File: src/rtl/contador_desc_param.sv
// Parametrised down-counter/timer with runtime load, enable, and auto-reload or stop-at-zero mode.
// Latency: count/tc update one clk after the inputs; done follows the HALT state register directly.
// Optional macro CONTADOR_WRAPS_EN adds an 8-bit saturating reload counter on port wraps.
module contador_desc_param #(
  parameter int unsigned WIDTH       = 4,
  parameter int unsigned INIT        = 2,
  parameter bit          AUTO_RELOAD = 1'b1
) (
  input  logic             clk,
  input  logic             reset,
  input  logic             en,
  input  logic             load,
  input  logic [WIDTH-1:0] load_val,
  output logic [WIDTH-1:0] count,
  output logic             tc,
  output logic             done
`ifdef CONTADOR_WRAPS_EN
  ,
  output logic [7:0]       wraps
`endif
);

  localparam logic [WIDTH-1:0] INIT_V = WIDTH'(INIT);
  localparam logic [WIDTH-1:0] ONE_V  = WIDTH'(1);

  typedef enum logic {RUN = 1'b0, HALT = 1'b1} state_e;

  state_e           state_q, state_d;
  logic [WIDTH-1:0] count_q, count_d;
  logic [WIDTH-1:0] reload_q, reload_d;
  logic             tc_q, tc_d;

  // State register: counter, reload value, terminal pulse and RUN/HALT.
  always_ff @(posedge clk or negedge reset) begin
    if (!reset) begin
      state_q  <= RUN;
      count_q  <= INIT_V;
      reload_q <= INIT_V;
      tc_q     <= 1'b0;
    end else begin
      state_q  <= state_d;
      count_q  <= count_d;
      reload_q <= reload_d;
      tc_q     <= tc_d;
    end
  end

  // Next state: load beats enable beats hold; decrement only from count >= 1 so it never underflows.
  always_comb begin
    state_d  = state_q;
    count_d  = count_q;
    reload_d = reload_q;
    tc_d     = 1'b0;
    if (load) begin
      count_d  = load_val;
      reload_d = load_val;
      state_d  = RUN;
    end else if (state_q == RUN && en) begin
      if (count_q > ONE_V) begin
        count_d = count_q - ONE_V;
      end else if (count_q == ONE_V) begin
        count_d = '0;
        tc_d    = 1'b1;
      end else if (AUTO_RELOAD) begin
        // Zero reached while enabled: reload (a zero reload keeps it parked at 0 without tc).
        count_d = reload_q;
      end else begin
        state_d = HALT;
      end
    end
  end

  // Outputs: everything comes straight from registers.
  always_comb begin
    count = count_q;
    tc    = tc_q;
    done  = (state_q == HALT);
  end

`ifdef CONTADOR_WRAPS_EN
  logic       reload_evt;
  logic [7:0] wraps_q, wraps_d;

  assign reload_evt = AUTO_RELOAD && !load && (state_q == RUN) && en && (count_q == '0);

  // Reload counter: cleared by load, saturates at 255.
  always_comb begin
    wraps_d = wraps_q;
    if (load) begin
      wraps_d = 8'd0;
    end else if (reload_evt && wraps_q != 8'hFF) begin
      wraps_d = wraps_q + 8'd1;
    end
  end

  // Reload counter register.
  always_ff @(posedge clk or negedge reset) begin
    if (!reset) begin
      wraps_q <= 8'd0;
    end else begin
      wraps_q <= wraps_d;
    end
  end

  assign wraps = wraps_q;
`endif

endmodule

File: config.mk
export PLATFORM = sky130hd
export DESIGN_NAME = contador_desc_param
export DESIGN_NICKNAME = d
export VERILOG_FILES = /design/src/rtl/contador_desc_param.sv
export SDC_FILE = /design/constraint.sdc
export NUM_CORES = 1
export LEC_CHECK = 0
export ABC_CLOCK_PERIOD_IN_PS = 1500
export CAP_MARGIN = 20
export CELL_PAD_IN_SITES_DETAIL_PLACEMENT = 1
export CELL_PAD_IN_SITES_GLOBAL_PLACEMENT = 2
export CORE_ASPECT_RATIO = 1.5
export CORE_MARGIN = 4
export CORE_UTILIZATION = 24
export DETAILED_ROUTE_END_ITERATION = 16
export GPL_ROUTABILITY_DRIVEN = 0
export PLACE_DENSITY = 0.79
export SETUP_SLACK_MARGIN = 0.5
export SLEW_MARGIN = 25
export SYNTH_ARGS = -nofsm -noshare
export SYNTH_HDL_FRONTEND = slang
export SYNTH_SLANG_ARGS = --single-unit
File: constraint.sdc
create_clock -name clk -period 1.5 [get_ports clk]
set_input_delay 0.15 -clock clk [delete_from_list [all_inputs] [get_ports clk]]
set_output_delay 0.15 -clock clk [all_outputs]
set_load 0.02 [all_outputs]
==> flow_metrics.py, run 1 <==
metrics = {
    "die": {
        "rows": 20,
        "die-width_um": 45.6,
        "coreArea_um2": 2030,
        "initial_core_util_pct": 25.1,
        "floorplan.die.height_um": 64.4,
        "die_area_um2": 2940,
        "ioPinCount": 14,
    },
    "critical_path": {
        "r2r-start": "count[1]",
        "cp-end-kind": "register",
        "startpoint_type": "register",
        "critPathMaxStageDelay_ns": 0.54,
        "ff2ff_setup_slack_ns": -0.01,
        "path_class": "register to register",
        "crit_path_cell_trace": "inv_2 -> ha_4 -> or3_4 -> a211o_1 -> a2bb2oi_2",
        "reg2reg_to": "count[3]",
        "critPathMaxFanout": 3,
        "slowest_stage": "dfstp_2",
        "required_ns": 1.69,
        "worstPathArrival_ns": 1.70,
        "reg2reg_depth": 5,
    },
    "synth": {
        "syn-cell-area_um2": 509,
        "ys_seq_area_share_pct": 44.7,
        "synth_warnings": 0,
        "postSynthCellCount": 54,
        "syn_avg_cell_area_um2": 9.43,
        "synth.ff_latch_count": 9,
        "syn_nets": 64,
        "ys_types": 26,
    },
    "place": {
        "placed_cells": 93,
        "post-place-ws_ns": -0.0410,
        "hpwl_um": 1060,
        "portBuffers": 12,
    },
    "timing": {
        "setup_viol": 1,
        "fin_crit_sh_pct": 101,
        "setup_ws_ns": -0.00977,
        "skew_ns": 0.00382,
        "fin_setup_tns_ns": -0.00977,
        "hold_viol_final": 0,
        "fin_crit_ns": 1.51,
        "timing.fmax_mhz": 662,
        "rsz0062_at_grt": "true",
        "maxSlewViolCount": 0,
        "whs_ns": 0.198,
    },
    "status": {
        "violations": "setup timing",
        "status": "complete, but fails checks",
    },
    "finish": {
        "drive_gt1_share_pct": 34.7,
        "final_cell_mix": "inv_1 (7), dfrtp_1 (7), clkdlybuf4s50_1 (7), buf_4 (7)",
        "diodes": 0,
        "nets": 86,
        "syn_to_final_growth_pct": 48.6,
        "post-route-util_pct": 37.3,
        "stdcell_count": 97,
    },
    "power": {
        "p_leak_nw": 0.334,
        "peakVddDrop_mv": 0.382,
        "p_per_area_nw_per_um2": 944,
    },
    "detailed_routing": {
        "wl_per_cell_um": 13.8,
        "drtAntennaViolNets": 0,
        "wl_um": 1340,
        "drt-pass1-iter-count": 2,
        "via_per_inst": 4.70,
        "drtIter0Drc": 10,
        "drc": 0,
        "vias": 456,
    },
    "global_route": {
        "grt_first_pass_wirelength_um": 2260,
        "grt_pass1_vias": 482,
        "gr-total-overflow": 0,
        "track_usage_pct": 10.5,
        "antenna_found_initial": 0,
        "grt_max_degree": 10,
    },
    "cts": {
        "cts-root-buf": "clkbuf_4",
        "clk_pin_slew_worst_paths_ns": 0.06,
        "hold_buffers": 0,
        "clk_latency_ns": 0.26,
        "cts.sink_count": 9,
        "cts_buffer_depth": 2,
        "numCtsBuffers": 3,
        "htreeDepth": 1,
        "cts_tree": "yes",
    },
    "job": {
        "cap_violations": 0,
    },
    "hold_path": {
        "hp-class": "input port to asynchronous set/reset pin",
    },
}
layout make-up:
cell class | count | area, um^2
Timing Repair Buffer | 19 | 170
Tap cell | 22 | 27.5
Clock buffer | 4 | 26.3
Multi-Input combinational cell | 35 | 275
Inverter | 8 | 30.0
Fill cell | 244 | 1270
Sequential cell | 9 | 228
where the power goes:
group,leakage [nW],internal [mW],switching (mW),total (mW)
combinational,0.214,0.118,0.113,0.231
clock,0.0150,0.102,0.0846,0.187
sequential,0.105,0.272,0.0247,0.297
logic make-up after synthesis:
group           count (synthesis)  synth area share (%)
other cells                     1                 0.736
fa+ha+maj                       2                  4.91
mux                             2                  4.42
flops                           9                  44.7
simple gates                   17                  17.0
buf+inv                        10                  8.11
compound gates                 13                  20.1
synthesized netlist by cell type:
cell type | count | share of area, %
a211o_1 | 2 | 3.4
a21oi_1 | 2 | 2.0
a2bb2oi_2 | 1 | 2.9
a31oi_1 | 1 | 1.2
a41oi_1 | 1 | 1.7
buf_4 | 1 | 1.5
clkbuf_1 | 1 | 0.74
conb_1 | 1 | 0.74
dfrtp_1 | 7 | 34
dfstp_2 | 2 | 10
ha_1 | 2 | 4.9
inv_1 | 8 | 5.9
mux2_2 | 2 | 4.4
nand2_1 | 5 | 3.7
nand2b_1 | 2 | 2.5
nand4_1 | 1 | 1.2
nor2_1 | 5 | 3.7
nor3_1 | 1 | 0.98
o21a_1 | 1 | 1.5
o21ai_0 | 2 | 2.0
o311a_2 | 1 | 2.2
o31ai_1 | 1 | 1.5
o41ai_1 | 1 | 1.7
or3_1 | 1 | 1.2
or3b_1 | 1 | 1.7
or4b_1 | 1 | 2.0
routing by layer:
| metal | global-route usage, % | up-vias | wire (um) |
|---|---|---|---|
| met1 | 13.3 | 222 | 554 |
| met2 | 16.6 | 5 | 739 |
| met3 | 2.50 | 2 | 36 |
| met4 | 4.40 | 0 | 10 |
| met5 | 0 | - | 0 |
| li1 | - | 227 | - |
worst max-delay path: cells and delay by family, from the launching register on:
family / cells / cell delay, ns
flops: 1 / 0.54
simple gates: 1 / 0.32
compound gates: 2 / 0.39
fa+ha+maj: 1 / 0.16
buf+inv: 1 / 0.05
flip-flops by register name, indices dropped and copies added (netlist names):
name,count
count,4
tc,1
reload_q,4
stage by stage:
step / total power [mW] / cell area (um^2)
after global routing: 0.770 / 757
final: 0.715 / 757
after global placement: 0.516 / 711
after floorplan: 0.415 / 522
after detailed placement: 0.522 / 711
after CTS: 0.711 / 728
repair_timing:
| action | in CTS | in global routing |
|---|---|---|
| endpoints found under the hold margin | 0 | 0 |
| resized for setup | 18 | 6 |
| pin swaps | 2 | 2 |
| setup endpoints to repair | 10 | 9 |
| buffers inserted | 0 | 0 |
worst max path at each step:
stage          depth (start not counted)  slack [ns]       end     start
2_1_floorplan                          5       -0.10  count[3]  count[1]
3_3_place_gp                           4       -0.04  count[3]        en
3_5_place_dp                           4       -0.04  count[3]        en
4_1_cts                                5       -0.04  count[3]  count[1]
5_1_grt                                5       -0.04  count[3]  count[1]
6_report                               5       -0.01  count[3]  count[1]
Power figures use the tool's default switching activity.
==> inputs of run 2 (changes only) <==
--- a/config.mk
+++ b/config.mk
@@ -14,6 +14,7 @@
 export CORE_UTILIZATION = 24
 export DETAILED_ROUTE_END_ITERATION = 16
 export GPL_ROUTABILITY_DRIVEN = 0
+export HOLD_SLACK_MARGIN = 0.06
 export PLACE_DENSITY = 0.79
 export SETUP_SLACK_MARGIN = 0.5
 export SLEW_MARGIN = 25
==> constraint.sdc (replaced) <==
create_clock -name clk -period 1.5 [get_ports clk]
set_input_delay 0.15 -clock clk [delete_from_list [all_inputs] [get_ports clk]]
set_output_delay 0.15 -clock clk [all_outputs]
set_load 0.1 [all_outputs]
==> flow_metrics.py, run 2 (same netlist as run 1, synthesis figures left out) <==
metrics = {
    "power": {
        "p_leak_nw": 0.395,
        "p_per_area_nw_per_um2": 1030,
        "peakVddDrop_mv": 0.527,
    },
    "global_route": {
        "grt_max_degree": 11,
        "gr-total-overflow": 0,
        "grt_first_pass_wirelength_um": 2400,
        "track_usage_pct": 11.5,
        "grt_pass1_vias": 499,
        "antenna_found_initial": 0,
    },
    "detailed_routing": {
        "wl_per_cell_um": 13.4,
        "via_per_inst": 4.83,
        "drc": 0,
        "drt-pass1-iter-count": 2,
        "drtAntennaViolNets": 0,
        "vias": 502,
        "wl_um": 1400,
        "drtIter0Drc": 8,
    },
    "die": {
        "die_area_um2": 2940,
        "coreArea_um2": 2030,
        "die-width_um": 45.6,
        "rows": 20,
        "floorplan.die.height_um": 64.4,
        "ioPinCount": 14,
        "initial_core_util_pct": 25.1,
    },
    "status": {
        "violations": "setup timing",
        "status": "complete, but fails checks",
    },
    "cts": {
        "cts_buffer_depth": 2,
        "cts_tree": "yes",
        "cts.sink_count": 9,
        "htreeDepth": 1,
        "clk_pin_slew_worst_paths_ns": 0.07,
        "numCtsBuffers": 3,
        "cts-root-buf": "clkbuf_4",
        "hold_buffers": 0,
        "clk_latency_ns": 0.26,
    },
    "finish": {
        "nFillCells": 221,
        "syn_to_final_growth_pct": 74.7,
        "final_cell_mix": "buf_4 (10), inv_1 (7), clkdlybuf4s50_1 (6)",
        "multiInputGateArea_um2": 277,
        "diodes": 0,
        "register_area_um2": 238,
        "drive_gt1_share_pct": 45.1,
        "post-route-util_pct": 43.9,
        "nets": 93,
        "final_common_cell": "buf_4",
    },
    "hold_path": {
        "hp-class": "input port to asynchronous set/reset pin",
    },
    "timing": {
        "setup_ws_ns": -0.0859,
        "timing.fmax_mhz": 631,
        "fin_setup_tns_ns": -0.145,
        "fin_crit_sh_pct": 106,
        "whs_ns": 0.190,
        "rsz0062_at_grt": "true",
        "maxSlewViolCount": 0,
        "skew_ns": 0.00611,
        "hold_viol_final": 0,
        "fin_crit_ns": 1.59,
        "setup_viol": 3,
    },
    "critical_path": {
        "worstPathArrival_ns": 1.79,
        "critPathMaxFanout": 4,
        "path_class": "register to register",
        "startpoint_type": "register",
        "required_ns": 1.70,
        "cp-end-kind": "register",
    },
    "job": {
        "cap_violations": 0,
    },
    "place": {
        "hpwl_um": 1090,
        "portBuffers": 12,
        "post-place-ws_ns": -0.0826,
    },
}
## run 2: cell types whose count changed in the layout (fill, tap and decap cells not counted), sizes merged
| cell | before | now |
|---|---|---|
| buf | 10 | 19 |
| clkdlybuf4s50 | 7 | 6 |
| clkdlybuf4s15 | 1 | 0 |
## run 2: final timing paths
check                             from     endpoint  slack (ns)  cells after the start
setup / recovery              count[1]     count[3]       -0.09                      5
hold / removal                   reset  reload_q[2]        0.19                      1
setup reg to reg              count[1]     count[3]       -0.09                      5
hold reg to reg            reload_q[1]  reload_q[1]        0.48                      2
max in group asynchronous        reset     count[0]        0.97                      1
min in group clk           reload_q[1]  reload_q[1]        0.48                      2
## run 2: repair_timing
item | in CTS | in global routing
setup endpoints to repair | 12 | 10
buffers inserted | 3 | 1
resized for setup | 7 | 3
cloned | 0 | 0
## run 2: area by class of cell
class                      instances  share of cell area (%)
timing repair buffer              26                    32.5
multi-input combinational         35                    31.1
sequential                         9                    26.7
clock buffer                       4                    2.95
inverter                           8                    3.66
tap                               22                    3.09
## run 2: layer usage
metal,routed length [um],vias up,GRT usage (%)
met4,27,0,7.69
met3,33,4,1.67
met5,0,-,0
met1,567,248,14.5
met2,769,8,17.5
li1,-,242,-
## run 2: where the power goes
| part | switching, mW | internal (mW) | leakage (nW) | total (mW) |
|---|---|---|---|---|
| Combinational | 0.227 | 0.188 | 0.278 | 0.415 |
| Clock | 0.0918 | 0.103 | 0.0150 | 0.194 |
| Sequential | 0.0262 | 0.277 | 0.102 | 0.304 |
| Total | 0.345 | 0.568 | 0.395 | 0.913 |
## run 2: stage by stage
step                      total power [mW]  instance area [um^2]  instances
final                                0.913                   890        104
after global routing                 0.973                   890        104
after CTS                            0.912                   865        103
after detailed placement             0.688                   796         96
after global placement               0.679                   796         96
after floorplan                      0.520                   534         54
## run 2: worst max-delay path: stages, from the launching register on
cell,delay (ns)
dfstp_4,0.63
inv_4,0.04
ha_4,0.16
or3_1,0.32
a211o_1,0.27
a2bb2oi_2,0.11
